`config.mk`:
```
export PLATFORM = sky130hd
export DESIGN_NAME = channel_scan_sequencer_flat
export DESIGN_NICKNAME = d
export VERILOG_FILES = /design/src/rtl/scan_seq_pkg.sv /design/src/rtl/channel_scan_sequencer_if.sv /design/src/rtl/dwell_counter.sv /design/src/rtl/channel_scan_sequencer.sv /design/src/flat_wrapper.sv
export SDC_FILE = /design/constraint.sdc
export NUM_CORES = 1
export LEC_CHECK = 0
export CAP_MARGIN = 10
export CORE_MARGIN = 2
export CORE_UTILIZATION = 35
export CTS_BUF_LIST = sky130_fd_sc_hd__clkbuf_16
export CTS_CLUSTER_SIZE = 30
export DETAILED_ROUTE_END_ITERATION = 16
export GPL_TIMING_DRIVEN = 0
export PLACE_DENSITY = 0.67
export SYNTH_ARGS = -nofsm -noshare
export SYNTH_HDL_FRONTEND = slang
export SYNTH_SLANG_ARGS = --single-unit
```
`constraint.sdc`:
```
create_clock -name clk -period 2.21 [get_ports clk]
set_input_delay 0.442 -clock clk [delete_from_list [all_inputs] [get_ports clk]]
set_output_delay 0.442 -clock clk [all_outputs]
set_load 0.01 [all_outputs]
```
`src/rtl/scan_seq_pkg.sv`:
```
// Shared types, sizes and the enabled-channel search for the channel scan sequencer.
package scan_seq_pkg;

    localparam int unsigned N_CH    = 16;
    localparam int unsigned SEL_W   = 4;
    localparam int unsigned LAST_CH = 15;

    typedef enum logic [1:0] {
        IDLE,
        ACTIVE,
        BLANK,
        SERVICE
    } scan_state_t;

    typedef struct packed {
        logic             found;
        logic [SEL_W-1:0] ch;
    } ch_pick_t;

    // Lowest enabled channel above cur (or at cur when incl is set).
    function automatic ch_pick_t pick_enabled(input logic [N_CH-1:0]  mask,
                                              input logic [SEL_W-1:0] cur,
                                              input logic             incl);
        ch_pick_t res;
        res = '0;
        for (int i = N_CH - 1; i >= 0; i--) begin
            if (mask[i] && ((i > int'(cur)) || (incl && (i == int'(cur))))) begin
                res.found = 1'b1;
                res.ch    = SEL_W'(i);
            end
        end
        return res;
    endfunction

endpackage

```
`src/rtl/channel_scan_sequencer_if.sv`:
```
// Control, request handshake and demux-drive signals of the channel scan sequencer.
interface channel_scan_sequencer_if
    import scan_seq_pkg::*;
#(
    parameter int unsigned DWELL_W = 16
);
    logic               start;
    logic               stop;
    logic               mode;
    logic [DWELL_W-1:0] dwell;
    logic               req_valid;
    logic [SEL_W-1:0]   req_ch;
    logic               req_ready;
    logic [SEL_W-1:0]   sel;
    logic               strobe;
    logic               busy;
    logic               done;

    modport master (
        output start, stop, mode, dwell, req_valid, req_ch,
        input  req_ready, sel, strobe, busy, done
    );

    modport slave (
        input  start, stop, mode, dwell, req_valid, req_ch,
        output req_ready, sel, strobe, busy, done
    );

endinterface

```
`src/rtl/dwell_counter.sv`:
```
// Down-counter timing the strobe-high phase of ACTIVE and SERVICE.
module dwell_counter #(
    parameter int unsigned DWELL_W = 16
) (
    input  logic               clk,
    input  logic               rst,
    input  logic               load,
    input  logic [DWELL_W-1:0] load_val,
    input  logic               dec,
    output logic               zero
);

    logic [DWELL_W-1:0] cnt;

    always_ff @(posedge clk) begin
        if (rst) begin
            cnt <= '0;
        end else if (load) begin
            cnt <= load_val;
        end else if (dec) begin
            cnt <= cnt - DWELL_W'(1);
        end
    end

    assign zero = (cnt == '0);

endmodule

```
`src/rtl/channel_scan_sequencer.sv`:
```
// Sweeps the 16 demux channels with dwell/blank timing and serves single-channel requests.
// Optional per-channel skip mask enabled by defining SEQ_CH_MASK_EN.
module channel_scan_sequencer
    import scan_seq_pkg::*;
#(
    parameter int unsigned DWELL_W = 16
) (
    input  logic                     clk,
    input  logic                     rst,
`ifdef SEQ_CH_MASK_EN
    input  logic [N_CH-1:0]          ch_en,
`endif
    channel_scan_sequencer_if.slave  bus
);

    scan_state_t      state, state_d;
    logic [SEL_W-1:0] sel_q, sel_d;
    logic [SEL_W-1:0] scan_ch, scan_ch_d;
    logic [SEL_W-1:0] resume_ch, resume_ch_d;
    logic             strobe_q, strobe_d;
    logic             busy_q, busy_d;
    logic             done_q, done_d;
    logic             mode_q, mode_d;
    logic             from_idle, from_idle_d;
    logic             after_svc, after_svc_d;
    logic             resume_end, resume_end_d;
    logic             req_ready_c, accept;
    logic             cnt_zero, cnt_load, cnt_dec;
    logic             start_ok, adv_end, tgt_end, tgt_idle;
    logic [SEL_W-1:0] first_ch, adv_ch, tgt_ch;

    // Channel stepping: first channel of a sweep and the successor of scan_ch.
`ifdef SEQ_CH_MASK_EN
    ch_pick_t first_pick, above_pick;

    always_comb begin
        first_pick = pick_enabled(ch_en, '0, 1'b1);
        above_pick = pick_enabled(ch_en, scan_ch, 1'b0);
        start_ok   = first_pick.found;
        first_ch   = first_pick.ch;
        adv_ch     = above_pick.found ? above_pick.ch : first_pick.ch;
        adv_end    = !above_pick.found && (mode_q || !first_pick.found);
    end
`else
    always_comb begin
        start_ok = 1'b1;
        first_ch = '0;
        adv_ch   = SEL_W'(scan_ch + 1'b1);
        adv_end  = mode_q && (scan_ch == SEL_W'(LAST_CH));
    end
`endif

    assign req_ready_c = (state == IDLE) || (state == BLANK);
    assign accept      = bus.req_valid && req_ready_c;

    // Where a BLANK goes when no request is taken: back to idle, resume point, or next channel.
    assign tgt_idle = after_svc && from_idle;
    assign tgt_ch   = after_svc ? resume_ch  : adv_ch;
    assign tgt_end  = after_svc ? resume_end : adv_end;

    always_comb begin
        state_d      = state;
        sel_d        = sel_q;
        done_d       = 1'b0;
        scan_ch_d    = scan_ch;
        resume_ch_d  = resume_ch;
        resume_end_d = resume_end;
        mode_d       = mode_q;
        from_idle_d  = from_idle;
        after_svc_d  = 1'b0;

        if (bus.stop) begin
            state_d = IDLE;
        end else begin
            unique case (state)
                IDLE: begin
                    if (accept) begin
                        state_d     = SERVICE;
                        sel_d       = bus.req_ch;
                        from_idle_d = 1'b1;
                    end else if (bus.start && start_ok) begin
                        state_d   = ACTIVE;
                        scan_ch_d = first_ch;
                        mode_d    = bus.mode;
                    end
                end
                ACTIVE: begin
                    if (cnt_zero) state_d = BLANK;
                end
                SERVICE: begin
                    if (cnt_zero) begin
                        state_d     = BLANK;
                        after_svc_d = 1'b1;
                    end
                end
                BLANK: begin
                    if (accept) begin
                        state_d     = SERVICE;
                        sel_d       = bus.req_ch;
                        from_idle_d = tgt_idle;
                        if (!tgt_idle) begin
                            resume_ch_d  = tgt_ch;
                            resume_end_d = tgt_end;
                        end
                    end else if (tgt_idle) begin
                        state_d = IDLE;
                    end else if (tgt_end) begin
                        state_d = IDLE;
                        done_d  = 1'b1;
                    end else begin
                        state_d   = ACTIVE;
                        scan_ch_d = tgt_ch;
                        mode_d    = bus.mode;
                    end
                end
                default: state_d = IDLE;
            endcase
        end

        if (state_d == ACTIVE) sel_d = scan_ch_d;
        strobe_d = (state_d == ACTIVE) || (state_d == SERVICE);
        busy_d   = (state_d != IDLE);
    end

    assign cnt_load = strobe_d && (state_d != state);
    assign cnt_dec  = ((state == ACTIVE) || (state == SERVICE)) && !cnt_zero;

    dwell_counter #(.DWELL_W(DWELL_W)) u_dwell (
        .clk      (clk),
        .rst      (rst),
        .load     (cnt_load),
        .load_val (bus.dwell),
        .dec      (cnt_dec),
        .zero     (cnt_zero)
    );

    always_ff @(posedge clk) begin
        if (rst) begin
            state      <= IDLE;
            sel_q      <= '0;
            strobe_q   <= 1'b0;
            busy_q     <= 1'b0;
            done_q     <= 1'b0;
            scan_ch    <= '0;
            resume_ch  <= '0;
            resume_end <= 1'b0;
            mode_q     <= 1'b0;
            from_idle  <= 1'b0;
            after_svc  <= 1'b0;
        end else begin
            state      <= state_d;
            sel_q      <= sel_d;
            strobe_q   <= strobe_d;
            busy_q     <= busy_d;
            done_q     <= done_d;
            scan_ch    <= scan_ch_d;
            resume_ch  <= resume_ch_d;
            resume_end <= resume_end_d;
            mode_q     <= mode_d;
            from_idle  <= from_idle_d;
            after_svc  <= after_svc_d;
        end
    end

    assign bus.req_ready = req_ready_c;
    assign bus.sel       = sel_q;
    assign bus.strobe    = strobe_q;
    assign bus.busy      = busy_q;
    assign bus.done      = done_q;

endmodule

```
`src/flat_wrapper.sv`:
```
// flat-port wrapper written by rule: the top's interface ports become plain ports
module channel_scan_sequencer_flat import scan_seq_pkg::*;
#(
    parameter int unsigned DWELL_W = 16
)
  (clk, rst, bus_start, bus_stop, bus_mode, bus_dwell, bus_req_valid, bus_req_ch, bus_req_ready, bus_sel, bus_strobe, bus_busy, bus_done);
  channel_scan_sequencer_if #(.DWELL_W(DWELL_W)) bus_i ();
  input  logic clk;
  input  logic rst;
  input wire logic [$bits(bus_i.start)-1:0] bus_start;
  input wire logic [$bits(bus_i.stop)-1:0] bus_stop;
  input wire logic [$bits(bus_i.mode)-1:0] bus_mode;
  input wire logic [$bits(bus_i.dwell)-1:0] bus_dwell;
  input wire logic [$bits(bus_i.req_valid)-1:0] bus_req_valid;
  input wire logic [$bits(bus_i.req_ch)-1:0] bus_req_ch;
  output wire logic [$bits(bus_i.req_ready)-1:0] bus_req_ready;
  output wire logic [$bits(bus_i.sel)-1:0] bus_sel;
  output wire logic [$bits(bus_i.strobe)-1:0] bus_strobe;
  output wire logic [$bits(bus_i.busy)-1:0] bus_busy;
  output wire logic [$bits(bus_i.done)-1:0] bus_done;
  assign bus_i.start = bus_start;
  assign bus_i.stop = bus_stop;
  assign bus_i.mode = bus_mode;
  assign bus_i.dwell = bus_dwell;
  assign bus_i.req_valid = bus_req_valid;
  assign bus_i.req_ch = bus_req_ch;
  assign bus_req_ready = bus_i.req_ready;
  assign bus_sel = bus_i.sel;
  assign bus_strobe = bus_i.strobe;
  assign bus_busy = bus_i.busy;
  assign bus_done = bus_i.done;
  channel_scan_sequencer #(.DWELL_W(DWELL_W)) u_core (.clk(clk), .rst(rst), .bus(bus_i));
endmodule
```
# [After elaboration in Yosys (flattened, before gate mapping)]
# Index checks and enable logic that the tools add are counted.
[totals] reg_bits=37
[op_classes] n_addsub=2 n_eq_ne=15 mux=34 bitwise=4 n_reduce_logical=24
[op_table] op="4-bit 2-to-1 mux" n=11
[op_table] op="16-bit 2-to-1 mux" n=2
[op_table] op="16-bit logical NOT" n=1
[op_table] op="16-bit by 1-bit subtractor with 16-bit output, second input constant" n=1
[op_table] op="2-bit 2-to-1 mux" n=6
[op_table] op="1-bit 2-to-1 mux" n=11
[op_table] op="2-bit != test, second input constant" n=5
[op_table] op="2-bit nonzero test" n=5
[op_table] op="4-bit case mux with 2 select lines" n=1
[op_table] op="4-bit AND reduction" n=2
[op_table] op="7-bit AND reduction" n=1
[op_table] op="2-bit == test, second input constant" n=3
[op_table] op="2-bit by 1-bit != test with 1-bit output, second input constant" n=3
[op_table] op="2-bit case mux with 3 select lines" n=1
[op_table] op="1-bit logical AND" n=5
[op_table] op="5-bit OR reduction" n=1
[op_table] op="4-bit by 1-bit adder with 4-bit output, second input constant" n=1
[op_table] op="2-bit by 1-bit == test with 1-bit output, second input constant" n=2
[op_table] op="4-bit == test, second input constant" n=1
[op_table] op="1-bit NOT" n=4
[op_table] op="1-bit case mux with 2 select lines" n=2
[op_table] op="2-bit OR reduction" n=2
[op_table] op="1-bit logical OR" n=3
[op_table] op="3-bit AND reduction" n=1
[op_table] op="other kinds (4)" n=4

# [Logic depth before layout (Yosys ltp)]
[logic_depth] ltp_word=12 ltp_mapped=8 mapped_depth_nobuf=7

# [Hierarchy]
# A second synthesis with hierarchy kept.
[hier_totals] hier_cells=211 area_unflattened_um2=1879.3
[by_module_without_submodules] module="channel_scan_sequencer" n_inst=1 cells_each=112 area_each_um2=998.5 seq_area_each_um2=400.4
[by_module_without_submodules] module="dwell_counter" n_inst=1 cells_each=99 area_each_um2=880.8 seq_area_each_um2=320.3

# [Worst setup path after synthesis]
# Ideal clock, no wire load.
[synth_timing] path_kind="register to register" start="register u_core.u_dwell.cnt[0]" end="register u_core.u_dwell.cnt[4]" setup_ps=86 t_arrival_ps=2194 setup_slack_ps=-69 path_stages_with_launch=9 synth_period_minus_slack_ps=2279 cell_sequence="dfxtp_1 > inv_1 > ha_1 > or3b_2 > or4_4 > buf_2 > o2111ai_1 > xor2_1 > a211oi_1"
[synth_between] elab_chain_cells=8 word_cells_on_any_way=15 classes_between="add/sub: 1; eq/ne: 3; mux: 5; reduce/logical: 6"
[synth_rtl] item="start: declaration" line="dwell_counter.sv:13" rtl="logic [DWELL_W-1:0] cnt;"
[synth_rtl] item="start signal: assignment" line="dwell_counter.sv:19" rtl="cnt <= load_val;"
[synth_rtl] item="start signal: assignment" line="dwell_counter.sv:21" rtl="cnt <= cnt - DWELL_W'(1);"
[synth_rtl] item="16-bit logical NOT" line="dwell_counter.sv:25" rtl="assign zero = (cnt == '0);"
[synth_rtl] item="2-bit 2-to-1 mux" line="channel_scan_sequencer.sv:88, channel_scan_sequencer.sv:91"
[synth_rtl] item="2-bit case mux with 3 select lines" line="channel_scan_sequencer.sv:75" rtl="unique case (state)"
[synth_rtl] item="2-bit 2-to-1 mux" line="channel_scan_sequencer.sv:72" rtl="if (bus.stop) begin"
[synth_rtl] item="2-bit by 1-bit == test with 1-bit output or 2-bit == test (tied branches)" line="channel_scan_sequencer.sv:121" rtl="strobe_d = (state_d == ACTIVE) || (state_d == SERVICE);"
[synth_rtl] item="1-bit logical OR" line="channel_scan_sequencer.sv:121"
[synth_rtl] item="1-bit logical AND" line="channel_scan_sequencer.sv:125" rtl="assign cnt_load = strobe_d && (state_d != state);"
[synth_rtl] item="16-bit 2-to-1 mux or 2-bit nonzero test (tied branches)"
# Several ways; a longest one is shown, not always the timed one. The select of a mux whose other input is x is not followed.
# A chain may end at the register's enable or synchronous reset.

# [Worst setup path after layout]
[layout_timing] start="register u_core.u_dwell.cnt[1]" end="register u_core.sel_q[1], in the netlist u_core.bus.sel[1]"
[layout_between] elab_chain_cells=7 word_cells_on_any_way=10 classes_between="eq/ne: 2; mux: 4; reduce/logical: 4"
[layout_rtl] item="16-bit logical NOT *" line="dwell_counter.sv:25"
[layout_rtl] item="2-bit 2-to-1 mux *" line="channel_scan_sequencer.sv:88, channel_scan_sequencer.sv:91"
[layout_rtl] item="2-bit case mux with 3 select lines *" line="channel_scan_sequencer.sv:75"
[layout_rtl] item="2-bit 2-to-1 mux *" line="channel_scan_sequencer.sv:72"
[layout_rtl] item="2-bit by 1-bit == test with 1-bit output *" line="channel_scan_sequencer.sv:120" rtl="if (state_d == ACTIVE) sel_d = scan_ch_d;"
[layout_rtl] item="2-bit by 1-bit != test with 1-bit output (no source line) or 2-bit nonzero test (tied branches)"
[layout_rtl] item="3-bit AND reduction (no source line)"
[layout_rtl] item="end signal: assignment" line="channel_scan_sequencer.sv:152" rtl="sel_q <= sel_d;"
[layout_rtl] item="end: declaration" line="channel_scan_sequencer.sv:17" rtl="logic [SEL_W-1:0] sel_q, sel_d;"
# Mark *: on every way between the ends. The rest lies on a longest branch, timed or not.

==> results.txt <==
----------------------------------------------------
[Drt]
  DRC violations left ... 0
  Wirelength, routed ... 6102 microns
  Routed WL per cell ... 15.97 microns
  Vias per cell ... 5.594
  Drt first-iter violations ... 140
  First-pass iteration count of the detailed router ... 4
  Post-route antenna net violation count ... 0
  Total number of vias ... 2137

[Global routing]
  Initial antenna violation count ... 0
  Tot GR Track Use ... 18.90%
  Via count of the first global-routing pass ... 2023
  Largest net degree at the start of global routing ... 11
  First-pass GRT wire length ... 9473 microns
  Remaining global-route overflow ... 0

[Worst setup path]
  Critical path capture point type ... flip-flop
  Library cell contributing the largest single delay on the critical path ... or4_4
  Delay contributed by the slowest stage of the critical path ... 0.49 ns
  Critical path class ... reg2reg
  Worst endpoint data arrival time ... 2.35 ns
  Chain of cells forming the critical path ... inv_2 -> ha_4 -> or3b_4 -> or4_4 -> buf_8 -> o21a_4 -> o31ai_2 -> a211oi_1
  Req. time, crit path ... 2.35 ns
  Sort of element at the start of the critical path ... flip-flop
  Critical path fanouts, max ... 5

[Floorplanning]
  Starting density of the core ... 35.67%
  Num rows ... 28
  Height of the chip ... 81.22 microns
  Core Box Area ... 5851 sq um
  Top-level port count ... 34
  Width of the die ... 81.22 microns
  Die area ... 6597 sq um

[Synthesis]
  Total of warnings raised by yosys ... 0
  Mux contribution to synthesized area ... 2.518%
  Mean instance size in the synthesized netlist ... 8.282 sq um
  Proportion of synthesized chip area in sequential cells ... 35.49%
  Number of distinct standard cells referenced by the synthesized netlist ... 57
  Top FF cell, synth ... dfxtp_1
  Synthesized-area fraction occupied by adder cells ... 1.199%
  Cells after synthesis ... 252
  Area share of and/or/nand/nor cells after synthesis ... 22.54%
  Async SR Flop Fraction ... 0%
  Number of synthesized register bits ... 37
  Syn Std Cell Area ... 2087 sq um
  Number of enable flip-flop cells after synthesis ... 0
  Main combinational cell family by area after synthesis ... compound AO/OA/AOI/OAI gates
  Synth Area in XOR/XNOR ... 4.197%
  Fraction of the mapped netlist area in compound gates ... 29.02%
  Synth Net Count ... 280

[Placement]
  DP Wirelength ... 4016 microns
  Routability congestion estimate ... 0.9630
  Count of input and output buffers ... 31

[Timing]
  Setup Skew ... 0.006180 ns
  Hold Fails Final Rpt ... 0
  Maximum clock rate ... 451.8 MHz
  Pin slew with the least headroom to its limit ... 0.6301 ns
  Setup Total Neg Slack ... -0.003237 ns
  Setup repair after global routing missed its margin ... true
  Max-Slew Margin vs Limit ... 57.99%
  Fin crit period ... 2.213 ns
  Final count of pins violating max slew ... 0
  Post-Route Hold Slack ... 0.5064 ns
  Setup violations, final ... 1
  Post-route setup slack ... -0.003237 ns
  Period Utilization, post-route ... 100.1%

[Clock tree]
  CTS clk-pin slew, worst paths ... 0.05 ns
  Clock sink count ... 37
  Clock latency at the later pin of the worst-skew pair ... 0.28 ns
  Clk buf depth ... 2
  CTS Buf Count ... 5
  H-tree depth reported by CTS ... 2
  Clock root buffer ... clkbuf_16
  CTS tree ... done

[Final layout]
  Post-route core utilization ... 50.73%
  Fraction of layout cells with a size suffix above 1 ... 20.20%
  Antenna fix cells ... 0
  Number of nets in the layout ... 335
  Layout overhead on the synthesized area ... 42.21%

[Run]
  Total of max-cap violations ... 0

[Status]
  Violated checks ... setup timing
  Run status ... complete, but fails checks

[Power and ir drop]
  Net switching share of the total power ... 28.92%
  P_leak ... 0.001073 uW
  Total Power ... 1968 uW
  Logic pwr share ... 28.3%
  Portion of total power attributed to the clock network ... 33.7%
  Internal cell power ... 1399 uW
  Seq pwr share ... 38.1%
  Peak supply drop ... 0.3986 mV
  Total power density per cell area ... 663.1 nW/um^2
  Switching component of the power ... 569.1 uW

[Hold path]
  Hold/Removal Path Class ... reg2reg

----------------------------------------------------
final cells by class:
type	count	area, sq um
tap	75	93.84
clock buffer	5	125.1
buffer	18	117.6
timing repair buffer	48	486.7
sequential	37	748.2
fill	534	2883
inverter	8	30.03
clock inverter	2	7.507
multi-input combinational	189	1359
layout by cell type, fill, tap and decap left out, types with 3 or more instances in the layout:
cell	count
dfxtp_1	33
clkdlybuf4s50_1	30
o31a_1	3
inv_1	7
clkbuf_1	8
o2111ai_2	3
nor2b_1	4
clkbuf_16	6
o21ai_0	3
a31oi_1	4
nor3b_1	3
dfxtp_2	3
nand3_1	4
xor2_1	8
nor3_1	6
o211ai_1	3
nor2_1	28
nor4_1	3
mux2i_1	3
nand2_1	17
clkbuf_2	3
a211oi_1	12
a311oi_1	5
buf_6	4
a21oi_1	14
nand2b_1	4
or4_1	4
buf_4	13
state kept, by name (all words and copies together) (netlist names):
| name | count |
|---|---|
| u_core.bus.done | 1 |
| u_core.u_dwell.cnt | 16 |
| u_core.state | 2 |
| u_core.from_idle | 1 |
| u_core.resume_end | 1 |
| u_core.mode_q | 1 |
| u_core.bus.busy | 1 |
| u_core.resume_ch | 4 |
| u_core.bus.strobe | 1 |
| u_core.after_svc | 1 |
| u_core.bus.sel | 4 |
| u_core.scan_ch | 4 |
kinds of logic after synthesis:
group	count (synthesis)
buffers and inverters	26
multiplexers	5
XOR/XNOR	10
adder cells (fa/ha/maj)	2
flip-flops	37
AND/OR/NAND/NOR	90
AO/OA/AOI/OAI	82
path summary, 6_finish.rpt:
kind	from	end	slack (ns)	cells after the start
worst min register to register	u_core.mode_q	u_core.mode_q	0.51	2
worst min-delay path	u_core.mode_q	u_core.mode_q	0.51	2
worst max register to register	u_core.u_dwell.cnt[1]	u_core.bus.sel[1]	-0.003	8
worst max-delay path	u_core.u_dwell.cnt[1]	u_core.bus.sel[1]	-0.003	8
metal layers:
layer | part of all wire (%) | vias up | wire length (microns) | global-route usage (%)
met5 | 0 | - | 0 | 0
met4 | 2.3 | 0 | 138 | 8.644
met3 | 5.6 | 12 | 340 | 5.000
met2 | 49 | 64 | 2993 | 30.33
met1 | 43 | 991 | 2630 | 23.64
li1 | - | 1070 | - | -
cell usage after synthesis (all sizes together) (2+ instances only):
| master | instances | area share (%) |
|---|---|---|
| a21boi | 2 | 0.72 |
| nand2 | 17 | 3.1 |
| o311ai | 2 | 0.84 |
| xor2 | 8 | 3.4 |
| o21ai | 7 | 2.2 |
| mux2 | 2 | 1.1 |
| nor3b | 3 | 1.1 |
| buf | 7 | 1.6 |
| or3b | 3 | 1.3 |
| nand3b | 2 | 0.72 |
| o2111ai | 5 | 2.1 |
| a32oi | 2 | 0.84 |
| xnor2 | 2 | 0.84 |
| nand4 | 2 | 0.60 |
| mux2i | 3 | 1.4 |
| or2 | 2 | 0.60 |
| a311oi | 5 | 2.1 |
| ha | 2 | 1.2 |
| nor4 | 4 | 1.2 |
| nor2b | 4 | 1.2 |
| nor2 | 28 | 5.0 |
| inv | 8 | 1.4 |
| nand2b | 4 | 1.2 |
| o31ai | 5 | 2.0 |
| dfxtp | 37 | 35 |
| or4 | 6 | 2.3 |
| o211ai | 3 | 1.1 |
| clkbuf | 11 | 2.0 |
| o21a | 4 | 1.4 |
| nor3 | 6 | 1.4 |
| a211oi | 12 | 4.3 |
| and3 | 2 | 0.60 |
| a31oi | 5 | 1.5 |
| nand3 | 4 | 0.96 |
| a21oi | 15 | 3.6 |
| o31a | 3 | 1.3 |
power by group through the flow:
stage          registers (uW)  clock network (uW)  logic (uW)
2_1_floorplan             754                   0         253
3_3_place_gp              758                   0         379
3_5_place_dp              758                   0         379
4_1_cts                   745                 681         487
5_1_grt                   754                 711         598
6_report                  749                 663         556
stage by stage:
stage	area (sq um)	setup slack (ns)	instances
2_1_floorplan	2106	0.01877	252
3_3_place_gp	2510	-0.4810	358
3_5_place_dp	2510	-0.4500	358
4_1_cts	2833	-0.05683	376
5_1_grt	2968	-0.07392	382
6_report	2968	-0.003237	382
worst max-delay path, delay by kind of cell, from the launching register on:
kind            cells  cell delay, ns
simple gates        2            0.86
flops               1            0.32
buf+inv             2            0.22
compound gates      3            0.53
fa+ha+maj           1            0.14
repair_timing:
action                                  in CTS  in global routing
pin swaps                                   11                 19
setup buffers                               10                  6
endpoints found under the setup margin      19                 21
gates cloned                                 1                  1
gates resized for setup                     24                 22
hold buffers                                 0                  0
No activity file was read; power rests on OpenSTA's default activity.
